File: src/rtl/fetch_pkg.sv
// Shared types and limits for the fetch/decode boundary buffer.
// The bundle struct is sized for the largest supported configuration.
package fetch_pkg;

  localparam int LANES_MAX = 4;
  localparam int XLEN_MAX  = 64;
  localparam logic [31:0] NOP_INST_DEFAULT = 32'h0000_0000;

  typedef struct packed {
    logic [32*LANES_MAX-1:0] inst;
    logic [LANES_MAX-1:0]    mask;
    logic [XLEN_MAX-1:0]     pc;
  } fetch_bundle_t;

endpackage

File: src/rtl/fetch_decode_buffer_slot.sv
// fdb_slot: one bundle storage entry. A clear dominates a load in the same cycle.
// The payload carries no reset; the valid bit alone qualifies it.
module fdb_slot
  import fetch_pkg::*;
(
  input  logic          clk,
  input  logic          reset,
  input  logic          i_load,
  input  logic          i_clear,
  input  fetch_bundle_t i_data,
  output logic          o_valid,
  output fetch_bundle_t o_data
);

  logic          r_valid;
  fetch_bundle_t r_data;

  always_ff @(posedge clk or posedge reset) begin
    if (reset) begin
      r_valid <= 1'b0;
    end else if (i_clear) begin
      r_valid <= 1'b0;
    end else if (i_load) begin
      r_valid <= 1'b1;
    end
  end

  always_ff @(posedge clk) begin
    if (i_load && !i_clear) begin
      r_data <= i_data;
    end
  end

  assign o_valid = r_valid;
  assign o_data  = r_data;

endmodule

File: src/rtl/fetch_decode_buffer.sv
// Fetch-to-decode bundle buffer: depth 1 by default, depth 2 with a registered
// in_ready when FETCH_DECODE_BUFFER_SKID_EN is defined.
module fetch_decode_buffer
  import fetch_pkg::*;
#(
  parameter int          XLEN     = 32,
  parameter int          LANES    = 1,
  parameter logic [31:0] NOP_INST = NOP_INST_DEFAULT
) (
  input  logic                 clk,
  input  logic                 reset,
  input  logic                 in_valid,
  output logic                 in_ready,
  input  logic [32*LANES-1:0]  in_inst,
  input  logic [LANES-1:0]     in_mask,
  input  logic [XLEN-1:0]      in_pc,
  input  logic                 flush,
  input  logic                 kill_in,
  output logic                 out_valid,
  input  logic                 out_ready,
  output logic [32*LANES-1:0]  out_inst,
  output logic [LANES-1:0]     out_mask,
  output logic [XLEN-1:0]      out_pc,
  output logic [XLEN-1:0]      out_pc_next,
  output logic [1:0]           occupancy
);

  fetch_bundle_t w_in_bundle;
  fetch_bundle_t w_head;
  fetch_bundle_t w_data0;
  logic          w_v0;
  logic          w_load0;
  logic          w_clear0;
  logic          w_push;
  logic          w_pop;

  always_comb begin
    w_in_bundle                      = '0;
    w_in_bundle.inst[32*LANES-1:0]   = in_inst;
    w_in_bundle.mask[LANES-1:0]      = in_mask;
    w_in_bundle.pc[XLEN-1:0]         = in_pc;
  end

  // All-zero-mask bundles are accepted but never occupy a slot.
  assign w_pop  = w_v0 && out_ready;
  assign w_push = in_valid && in_ready && !flush && !kill_in && (|in_mask);

  fdb_slot u_slot0 (
    .clk     (clk),
    .reset   (reset),
    .i_load  (w_load0),
    .i_clear (w_clear0),
    .i_data  (w_data0),
    .o_valid (w_v0),
    .o_data  (w_head)
  );

`ifdef FETCH_DECODE_BUFFER_SKID_EN
  fetch_bundle_t w_tail;
  logic          w_v1;
  logic          w_load1;
  logic          w_clear1;
  logic [1:0]    w_occ_next;
  logic          r_in_ready;

  // Slot 0 is always the head; slot 1 shifts forward when the head drains.
  always_comb begin
    w_load0  = 1'b0;
    w_clear0 = 1'b0;
    w_load1  = 1'b0;
    w_clear1 = 1'b0;
    w_data0  = w_in_bundle;
    if (flush) begin
      w_clear0 = 1'b1;
      w_clear1 = 1'b1;
    end else begin
      if (w_pop && w_v1) begin
        w_load0 = 1'b1;
        w_data0 = w_tail;
      end else if (w_push && (!w_v0 || w_pop)) begin
        w_load0 = 1'b1;
      end else if (w_pop) begin
        w_clear0 = 1'b1;
      end
      if (w_pop) begin
        w_clear1 = 1'b1;
      end else if (w_push && w_v0) begin
        w_load1 = 1'b1;
      end
    end
  end

  fdb_slot u_slot1 (
    .clk     (clk),
    .reset   (reset),
    .i_load  (w_load1),
    .i_clear (w_clear1),
    .i_data  (w_in_bundle),
    .o_valid (w_v1),
    .o_data  (w_tail)
  );

  assign occupancy  = {1'b0, w_v0} + {1'b0, w_v1};
  assign w_occ_next = flush ? 2'd0 : (occupancy + {1'b0, w_push} - {1'b0, w_pop});

  always_ff @(posedge clk or posedge reset) begin
    if (reset) begin
      r_in_ready <= 1'b1;
    end else begin
      r_in_ready <= (w_occ_next < 2'd2);
    end
  end

  assign in_ready = r_in_ready;
`else
  always_comb begin
    w_load0  = 1'b0;
    w_clear0 = 1'b0;
    w_data0  = w_in_bundle;
    if (flush) begin
      w_clear0 = 1'b1;
    end else if (w_push) begin
      w_load0 = 1'b1;
    end else if (w_pop) begin
      w_clear0 = 1'b1;
    end
  end

  assign occupancy = {1'b0, w_v0};
  assign in_ready  = !w_v0 || out_ready;
`endif

  assign out_valid = w_v0;
  assign out_mask  = w_v0 ? w_head.mask[LANES-1:0] : '0;

  for (genvar i = 0; i < LANES; i++) begin : g_lane
    assign out_inst[32*i +: 32] = (w_v0 && w_head.mask[i]) ? w_head.inst[32*i +: 32] : NOP_INST;
  end

  assign out_pc      = w_v0 ? w_head.pc[XLEN-1:0] : '0;
  assign out_pc_next = out_pc + XLEN'(4 * LANES);

endmodule

File: config.mk
export PLATFORM = sky130hd
export DESIGN_NAME = fetch_decode_buffer
export DESIGN_NICKNAME = d
export VERILOG_FILES = /design/src/rtl/fetch_pkg.sv /design/src/rtl/fetch_decode_buffer_slot.sv /design/src/rtl/fetch_decode_buffer.sv
export SDC_FILE = /design/constraint.sdc
export NUM_CORES = 1
export LEC_CHECK = 0
export CORE_ASPECT_RATIO = 2
export CORE_MARGIN = 2
export CORE_UTILIZATION = 47
export DETAILED_ROUTE_END_ITERATION = 10
export MAX_ROUTING_LAYER = met4
export PLACE_DENSITY = 0.79
export SETUP_SLACK_MARGIN = 0.3
export SYNTH_ARGS = -nofsm -noshare
export SYNTH_HDL_FRONTEND = slang
export SYNTH_HIERARCHICAL = 1
export SYNTH_SLANG_ARGS = --single-unit
File: constraint.sdc
create_clock -name clk -period 11.1 [get_ports clk]
set_input_delay 2.22 -clock clk [delete_from_list [all_inputs] [get_ports clk]]
set_output_delay 2.22 -clock clk [all_outputs]
set_load 0.005 [all_outputs]
==> flow_summary.toml, run 1 <==
[logic_synthesis]
yosys_warnings = 6
syn_inst = 252
syn_nets = 324
netlist_area_um2 = 3160
avgSynthCellArea_um2 = 12.5

[timing]
worst_pin_slew_ns = 1.04
whs_ns = 1.18
finalSetupViolations = 0
final.period_utilization_pct = 52.8
fmax_mhz = 170
drv_slew = 0
hold_violations = 0
maxSlewHeadroom_pct = 30.6
finClkSkew_ns = 0.00504
setup_tns_ns = 0
post-route-min-period_ns = 5.87
rsz0062_at_grt = "false"

[clocking]
cts_sinks = 66
tritoncts = "built"
cts_setup_buffers = 0
cts_buffer_depth = 2
cts_root_buf = "clkbuf_16"
cts_hold_buffers = 0
numCtsBuffers = 9
clkLatencyLatePin_ns = 0.32
cts_resized = 0
clk_pin_slew_ns = 0.05
cts-htree-levels = 3

[power_and_ir_drop]
p_per_area_nw_per_um2 = 115
p_leak_nw = 1.91
vdd_drop_max_v = 0.000130

[critical_path]
crit_start = "u_slot0/o_valid"
cp-start-kind = "flop"
rr_worst_depth = 5
reg2reg_slack_ns = 7.54
crit_path_max_incr_delay_ns = 1.05
slowest_stage = "dfrtp_2"
cp.required_ns = 8.88
worstPathCellList = "and2_1 -> ha_1 -> nand3_1 -> nor3_1 -> nand4_1 -> xnor2_1 -> clkdlybuf4s50_1"
rr_startpoint = "u_slot0/o_valid"
cpLargestDelayFamily = "simple AND/OR/NAND/NOR gates"
crit_fanout = 81
end_kind = "primary output"
arrival_ns = 3.65
reg2reg_to = "u_slot0/o_data[16]"
path_buf_inv = 1
endpoint = "out_pc_next[30]"
cp.depth = 7
criticalPathCategory = "reg -> out"

[detailed_routing]
drt_iter0_markers = 127
vias_per_cell = 5.13
drc = 0
antenna_left = 0
vias = 2604
wl_per_cell_um = 17.6
firstDrtPassIters = 4
routed_wl_um = 8920

[run_status]
status = "finished clean"

[cells_and_area]
layout-drive-gt1-share_pct = 5.71
fin_util_pct = 78.9
diodes = 0
final_net_count = 487
final-instance-count-excl-fill = 508
syn_to_final_growth_pct = 64.1

[floorplan]
pin_count = 172
fp.dieW_um = 62.0
die-area_um2 = 7430
die-height_um = 120
core_um2 = 6570
rows = 42
initial_core_util_pct = 48.1

[global_route]
globalRoute.totalOverflow = 0
grt_pass1_wl_um = 13300
track_usage_pct = 25.8
grt_start_max_net_pins = 82
antenna_found_initial = 0
grt_pass1_vias = 2700

[min_path]
hp-class = "reg -> reg"

[placement]
hpwlAfterDp_um = 6390
portBuffers = 170
place.gp.congestion = 0.867
place_inst = 492

[run]
max_cap_viol_count = 0
-- report_power, final --
part | switching, mW | total (mW) | internal [mW]
sequential | 0.00360 | 0.281 | 0.277
combinational | 0.0118 | 0.0455 | 0.0337
clock | 0.0930 | 0.268 | 0.175
total | 0.108 | 0.594 | 0.486
-- layer usage --
metal | vias up | GRT usage [%] | routed length, um
met2 | 125 | 44.3 | 5120
met1 | 1215 | 24.9 | 2880
li1 | 1229 | - | -
met5 | - | - | 0
met3 | 35 | 5.06 | 469
met4 | 0 | 15.0 | 448
-- flip-flops by register name, indices dropped and copies added (netlist names) --
signal,flops
u_slot0/o_data,65
u_slot0/o_valid,1
-- cells in the final DEF (no fill, tap or decap), types with 2 or more instances in the layout --
cell type and count:
and2_1 32, and3_1 34, clkbuf_16 9, clkbuf_8 4
clkdlybuf4s50_1 170, clkinv_2 2, edfxtp_1 65, inv_1 6
nand2_1 13, nand3_1 12, nand4_1 12, nor2_1 5
nor3_1 5, nor3_2 2, nor4_1 3, or4_1 2
xnor2_1 19, xor2_1 9
-- metrics by stage --
step	instance area [um^2]	total power [mW]	worst slack (ns)
after floorplan	3160	0.294	4.88
after global placement	4890	0.329	5.55
after detailed placement	4890	0.331	5.53
after CTS	5180	0.598	5.22
after global routing	5180	0.610	4.88
final	5180	0.594	5.23
-- how the worst min path moves through the flow --
stage | start | to | slack (ns) | cells after the start
5_1_grt | u_slot0/o_valid | u_slot0/o_valid | 1.27 | 1
3_3_place_gp | u_slot0/o_valid | u_slot0/o_valid | 1.14 | 1
2_1_floorplan | u_slot0/o_valid | u_slot0/o_valid | 0.66 | 1
4_1_cts | u_slot0/o_valid | u_slot0/o_valid | 1.17 | 1
3_5_place_dp | u_slot0/o_valid | u_slot0/o_valid | 1.15 | 1
6_report | u_slot0/o_valid | u_slot0/o_valid | 1.18 | 1
-- cell type report --
| class | instances | area [um^2] |
|---|---|---|
| tap | 88 | 110 |
| clock buffer | 14 | 284 |
| clock inverter | 2 | 10.0 |
| inverter | 6 | 22.5 |
| fill | 439 | 1390 |
| sequential | 66 | 1980 |
| multi-input combinational | 161 | 1070 |
| timing repair buffer | 171 | 1710 |
Power figures use the tool's default switching activity.
==> run 2, diff against run 1 <==
--- a/config.mk
+++ b/config.mk
@@ -7,10 +7,10 @@
 export LEC_CHECK = 0
 export CORE_ASPECT_RATIO = 2
 export CORE_MARGIN = 2
-export CORE_UTILIZATION = 47
+export CORE_UTILIZATION = 52
 export DETAILED_ROUTE_END_ITERATION = 10
 export MAX_ROUTING_LAYER = met4
-export PLACE_DENSITY = 0.79
+export PLACE_DENSITY = 0.83
 export SETUP_SLACK_MARGIN = 0.3
 export SYNTH_ARGS = -nofsm -noshare
 export SYNTH_HDL_FRONTEND = slang
==> constraint.sdc (replaced) <==
create_clock -name clk -period 6 [get_ports clk]
set_input_delay 1.2 -clock clk [delete_from_list [all_inputs] [get_ports clk]]
set_output_delay 1.2 -clock clk [all_outputs]
set_load 0.005 [all_outputs]
==> flow_summary.toml, run 2 (synthesis results as in run 1) <==
[run_status]
status = "finished clean"

[timing]
final.period_utilization_pct = 74.8
drv_slew = 0
setup_tns_ns = 0
post-route-min-period_ns = 4.49
hold_violations = 0
finClkSkew_ns = 0.00220
fmax_mhz = 223
worst_pin_slew_ns = 0.974
maxSlewHeadroom_pct = 34.5
finalSetupViolations = 0
rsz0062_at_grt = "false"

[global_route]
track_usage_pct = 30.1
grt_start_max_net_pins = 53
grt_pass1_wl_um = 14100
antenna_found_initial = 0
grt_pass1_vias = 2811
globalRoute.totalOverflow = 0

[detailed_routing]
firstDrtPassIters = 4
wl_per_cell_um = 19.3
vias_per_cell = 5.58
drc = 0
drt_iter0_markers = 190
antenna_left = 0
vias = 2703
routed_wl_um = 9340

[power_and_ir_drop]
vdd_drop_max_v = 0.000442
p_per_area_nw_per_um2 = 219
p_leak_nw = 1.92

[cells_and_area]
nFillCells = 287
layout-drive-gt1-share_pct = 5.23
syn_to_final_growth_pct = 63.7
final_net_count = 489
fin_util_pct = 86.8
final_common_cell = "clkdlybuf4s50_1"
diodes = 0
largest_register_ffs = 65
mostFrequentLayoutCells = "170 x clkdlybuf4s50_1, 65 x edfxtp_1, 34 x and3_1, 32 x and2_1, 19 x xnor2_1"

[floorplan]
fp.dieW_um = 59.1
rows = 40
die-area_um2 = 6750
pin_count = 172
die-height_um = 114
core_um2 = 5960
initial_core_util_pct = 53.0

[critical_path]
crit_path_max_incr_delay_ns = 0.71
criticalPathCategory = "reg -> out"
cp-start-kind = "flop"
crit_fanout = 30
reg2reg_slack_ns = 2.90
arrival_ns = 3.29
cpLargestDelayFamily = "simple AND/OR/NAND/NOR gates"
rr_worst_depth = 6
end_kind = "primary output"
rr_startpoint = "u_slot0/o_valid"
worstPathCellList = "and2_1 -> ha_1 -> nand3_1 -> nor3_1 -> nand3_1 -> xnor2_1 -> clkdlybuf4s50_1"
cp_common_cell = "nand3_1"
slowest_stage = "nor3_1"
path_buf_inv = 1
reg2reg_to = "u_slot0/o_data[22]"
cp.depth = 7
cp.required_ns = 4.80

[clocking]
clkLatencyLatePin_ns = 0.32
cts_resized = 0
cts_root_buf = "clkbuf_16"
cts_sinks = 66
cts_buffer_depth = 2
cts-htree-levels = 3
clk_pin_slew_ns = 0.05
cts_hold_buffers = 0
tritoncts = "built"
numCtsBuffers = 9
cts_setup_buffers = 0

[min_path]
hp-class = "in -> async"

[placement]
place.gp.congestion = 0.832
hpwlAfterDp_um = 6740
portBuffers = 170

[run]
max_cap_viol_count = 0
run 2: changes by cell type in the layout (fill, tap and decap cells not counted), sizes merged:
cell    before  now
clkbuf      14   11
buf          1    3
bufinv       0    2
run 2: cell type report:
| cell class | instances | area [um^2] | share of cell area [%] |
|---|---|---|---|
| clock buffers | 11 | 233 | 4.50 |
| flip-flops and latches | 66 | 1980 | 38.3 |
| repair buffers | 173 | 1720 | 33.3 |
| inverters | 6 | 22.5 | 0.436 |
| clock inverters | 4 | 67.6 | 1.31 |
| well taps | 63 | 78.8 | 1.52 |
| multi-input cells | 161 | 1070 | 20.6 |
run 2: report_power, final:
group	switching [mW]	internal, mW
sequential	0.00442	0.513
clock	0.167	0.358
combinational	0.0245	0.0627
total	0.196	0.934
run 2: worst max path at each step:
| stage | slack, ns | to | startpoint |
|---|---|---|---|
| 2_1_floorplan | 0.80 | u_slot0/o_data[0] | out_ready |
| 3_3_place_gp | 2.08 | out_pc_next[30] | u_slot0/o_valid |
| 3_5_place_dp | 1.91 | out_pc_next[30] | u_slot0/o_valid |
| 4_1_cts | 1.49 | out_pc_next[24] | u_slot0/o_valid |
| 5_1_grt | 1.28 | out_pc_next[24] | u_slot0/o_valid |
| 6_report | 1.51 | out_pc_next[24] | u_slot0/o_valid |
run 2: worst register-to-register path, cell delays in order (launching register included):
cell and delay, ns:
dfrtp_2 0.56, buf_4 0.34, nand2b_1 0.16, nor4b_1 0.51, o21bai_1 0.23, nor2b_4 0.56, buf_4 0.41
run 2: per-stage QoR:
step	std cells	power, mW	worst slack [ns]	instance area, um^2	hold slack [ns]
2_1_floorplan	252	0.544	0.804	3160	0.657
4_1_cts	484	1.14	1.49	5170	1.00
3_5_place_dp	469	0.612	1.91	4870	1.14
5_1_grt	484	1.16	1.28	5170	0.998
3_3_place_gp	469	0.610	2.08	4870	1.13
6_report	484	1.13	1.51	5170	1.01
run 2: routing by layer:
metal | vias up | track usage (%) | routed length, um
li1 | 1236 | - | -
met1 | 1278 | 30.0 | 3090
met2 | 155 | 51.2 | 5350
met3 | 34 | 7.68 | 511
met4 | 0 | 17.0 | 391
met5 | - | - | 0
==> run 3, diff against run 2 <==
--- a/config.mk
+++ b/config.mk
@@ -7,10 +7,10 @@
 export LEC_CHECK = 0
 export CORE_ASPECT_RATIO = 2
 export CORE_MARGIN = 2
-export CORE_UTILIZATION = 52
+export CORE_UTILIZATION = 47
 export DETAILED_ROUTE_END_ITERATION = 10
 export MAX_ROUTING_LAYER = met4
-export PLACE_DENSITY = 0.83
+export PLACE_DENSITY = 0.79
 export SETUP_SLACK_MARGIN = 0.3
 export SYNTH_ARGS = -nofsm -noshare
 export SYNTH_HDL_FRONTEND = slang
==> constraint.sdc (replaced) <==
create_clock -name clk -period 3.8 [get_ports clk]
set_input_delay 0.76 -clock clk [delete_from_list [all_inputs] [get_ports clk]]
set_output_delay 0.76 -clock clk [all_outputs]
set_load 0.005 [all_outputs]
==> flow_summary.toml, run 3 (synthesis results as in run 1) <==
[cells_and_area]
largest_register_ffs = 65
syn_to_final_growth_pct = 66.8
final_area_um2 = 5270
final_net_count = 496
diodes = 0
final_common_cell = "clkdlybuf4s50_1"
mostFrequentLayoutCells = "170 x clkdlybuf4s50_1, 65 x edfxtp_1, 34 x and3_1, 32 x and2_1, 18 x xnor2_1"
layout-drive-gt1-share_pct = 7.69

[clocking]
cts-htree-levels = 3
cts_root_buf = "clkbuf_16"
clk_pin_slew_ns = 0.05
cts_buffer_depth = 2
cts_sinks = 66
numCtsBuffers = 9
clkLatencyLatePin_ns = 0.32
tritoncts = "built"
cts_hold_buffers = 0

[timing]
drv_slew = 0
rsz0062_at_grt = "false"
final.period_utilization_pct = 87.7
setup_tns_ns = 0
finClkSkew_ns = 0.00376
hold_violations = 0
post-route-min-period_ns = 3.33
fmax_mhz = 300
worst_pin_slew_ns = 0.818
finalSetupViolations = 0
maxSlewHeadroom_pct = 45.5

[floorplan]
rows = 42
pin_count = 172
die-height_um = 120
initial_core_util_pct = 48.1
fp.dieW_um = 62.0
core_um2 = 6570
die-area_um2 = 7430

[detailed_routing]
drt_iter0_markers = 153
drc = 0
antenna_left = 0
wl_per_cell_um = 16.6
firstDrtPassIters = 4
vias = 2603
routed_wl_um = 8600
vias_per_cell = 5.03

[critical_path]
worstPathCellList = "buf_8 -> nand2_1 -> or4_1 -> nor3_2 -> xor2_1 -> clkdlybuf4s50_1"
slowest_stage = "or4_1"
crit_path_max_incr_delay_ns = 0.60
rr_worst_depth = 7
end_kind = "primary output"
rr_startpoint = "u_slot0/o_valid"
crit_start = "u_slot0/o_valid"
criticalPathCategory = "reg -> out"
arrival_ns = 2.57
cp-start-kind = "flop"
cp.required_ns = 3.04
crit_fanout = 29

[placement]
place.gp.congestion = 0.860
hpwlAfterDp_um = 6530
portBuffers = 170
place_area_um2 = 4940

[min_path]
hp-class = "in -> async"

[power_and_ir_drop]
p_leak_nw = 1.96
vdd_drop_max_v = 0.000530
p_per_area_nw_per_um2 = 321

[global_route]
grt_pass1_vias = 2670
grt_pass1_wl_um = 13000
grt_start_max_net_pins = 35
antenna_found_initial = 0
track_usage_pct = 25.4
globalRoute.totalOverflow = 0

[run_status]
status = "finished clean"

[run]
max_cap_viol_count = 0
## run 3: power by group
part	switching (mW)	internal, mW	leakage (nW)
Clock	0.257	0.477	0.131
Combinational	0.0389	0.102	1.23
Sequential	0.00524	0.811	0.599
Total	0.302	1.39	1.96
## run 3: worst paths after layout
check | slack (ns) | end
min in group clk | 0.99 | u_slot0/o_data[96]
worst min register to register | 1.09 | u_slot0/o_valid
worst max register to register | 1.13 | u_slot0/o_data[31]
worst max-delay path | 0.47 | out_pc_next[29]
max in group asynchronous | 3.12 | u_slot0/o_valid
worst min-delay path | 0.57 | u_slot0/o_valid
## run 3: layout make-up
type	instances	area (um^2)
clock buffers	16	272
fillers	424	1300
inverters	6	22.5
multi-input cells	161	1090
flip-flops and latches	66	1980
well taps	88	110
repair buffers	180	1800
## run 3: worst max-delay path, delay by kind of cell (launching register included)
kind / cells / cell delay, ns
XOR/XNOR: 1 / 0.17
buffers and inverters: 2 / 0.71
flip-flops: 1 / 0.48
AND/OR/NAND/NOR: 3 / 0.88
## run 3: through the flow
step	util (%)	total power, mW	hold slack [ns]	setup WS (ns)	instances
2_1_floorplan	-	0.859	0.489	0.671	252
5_1_grt	80.2	1.75	0.558	0.314	517
4_1_cts	79.5	1.71	0.562	0.317	514
3_3_place_gp	75.3	0.965	0.912	0.576	498
3_5_place_dp	75.3	0.968	0.908	0.539	498
6_report	80.2	1.69	0.572	0.467	517
## run 3: what timing repair did
item | 4_1_cts | 5_1_grt
endpoints found under the hold margin | 0 | 0
resized for setup | 2 | 5
setup endpoints to repair | 6 | 16
setup buffers | 0 | 3
## run 3: routing by layer
metal	global-route usage, %	wire (um)	up-vias
met5	-	0	-
met4	11.3	261	0
met3	6.79	481	19
met2	43.2	5050	108
met1	25.7	2810	1227
li1	-	-	1249
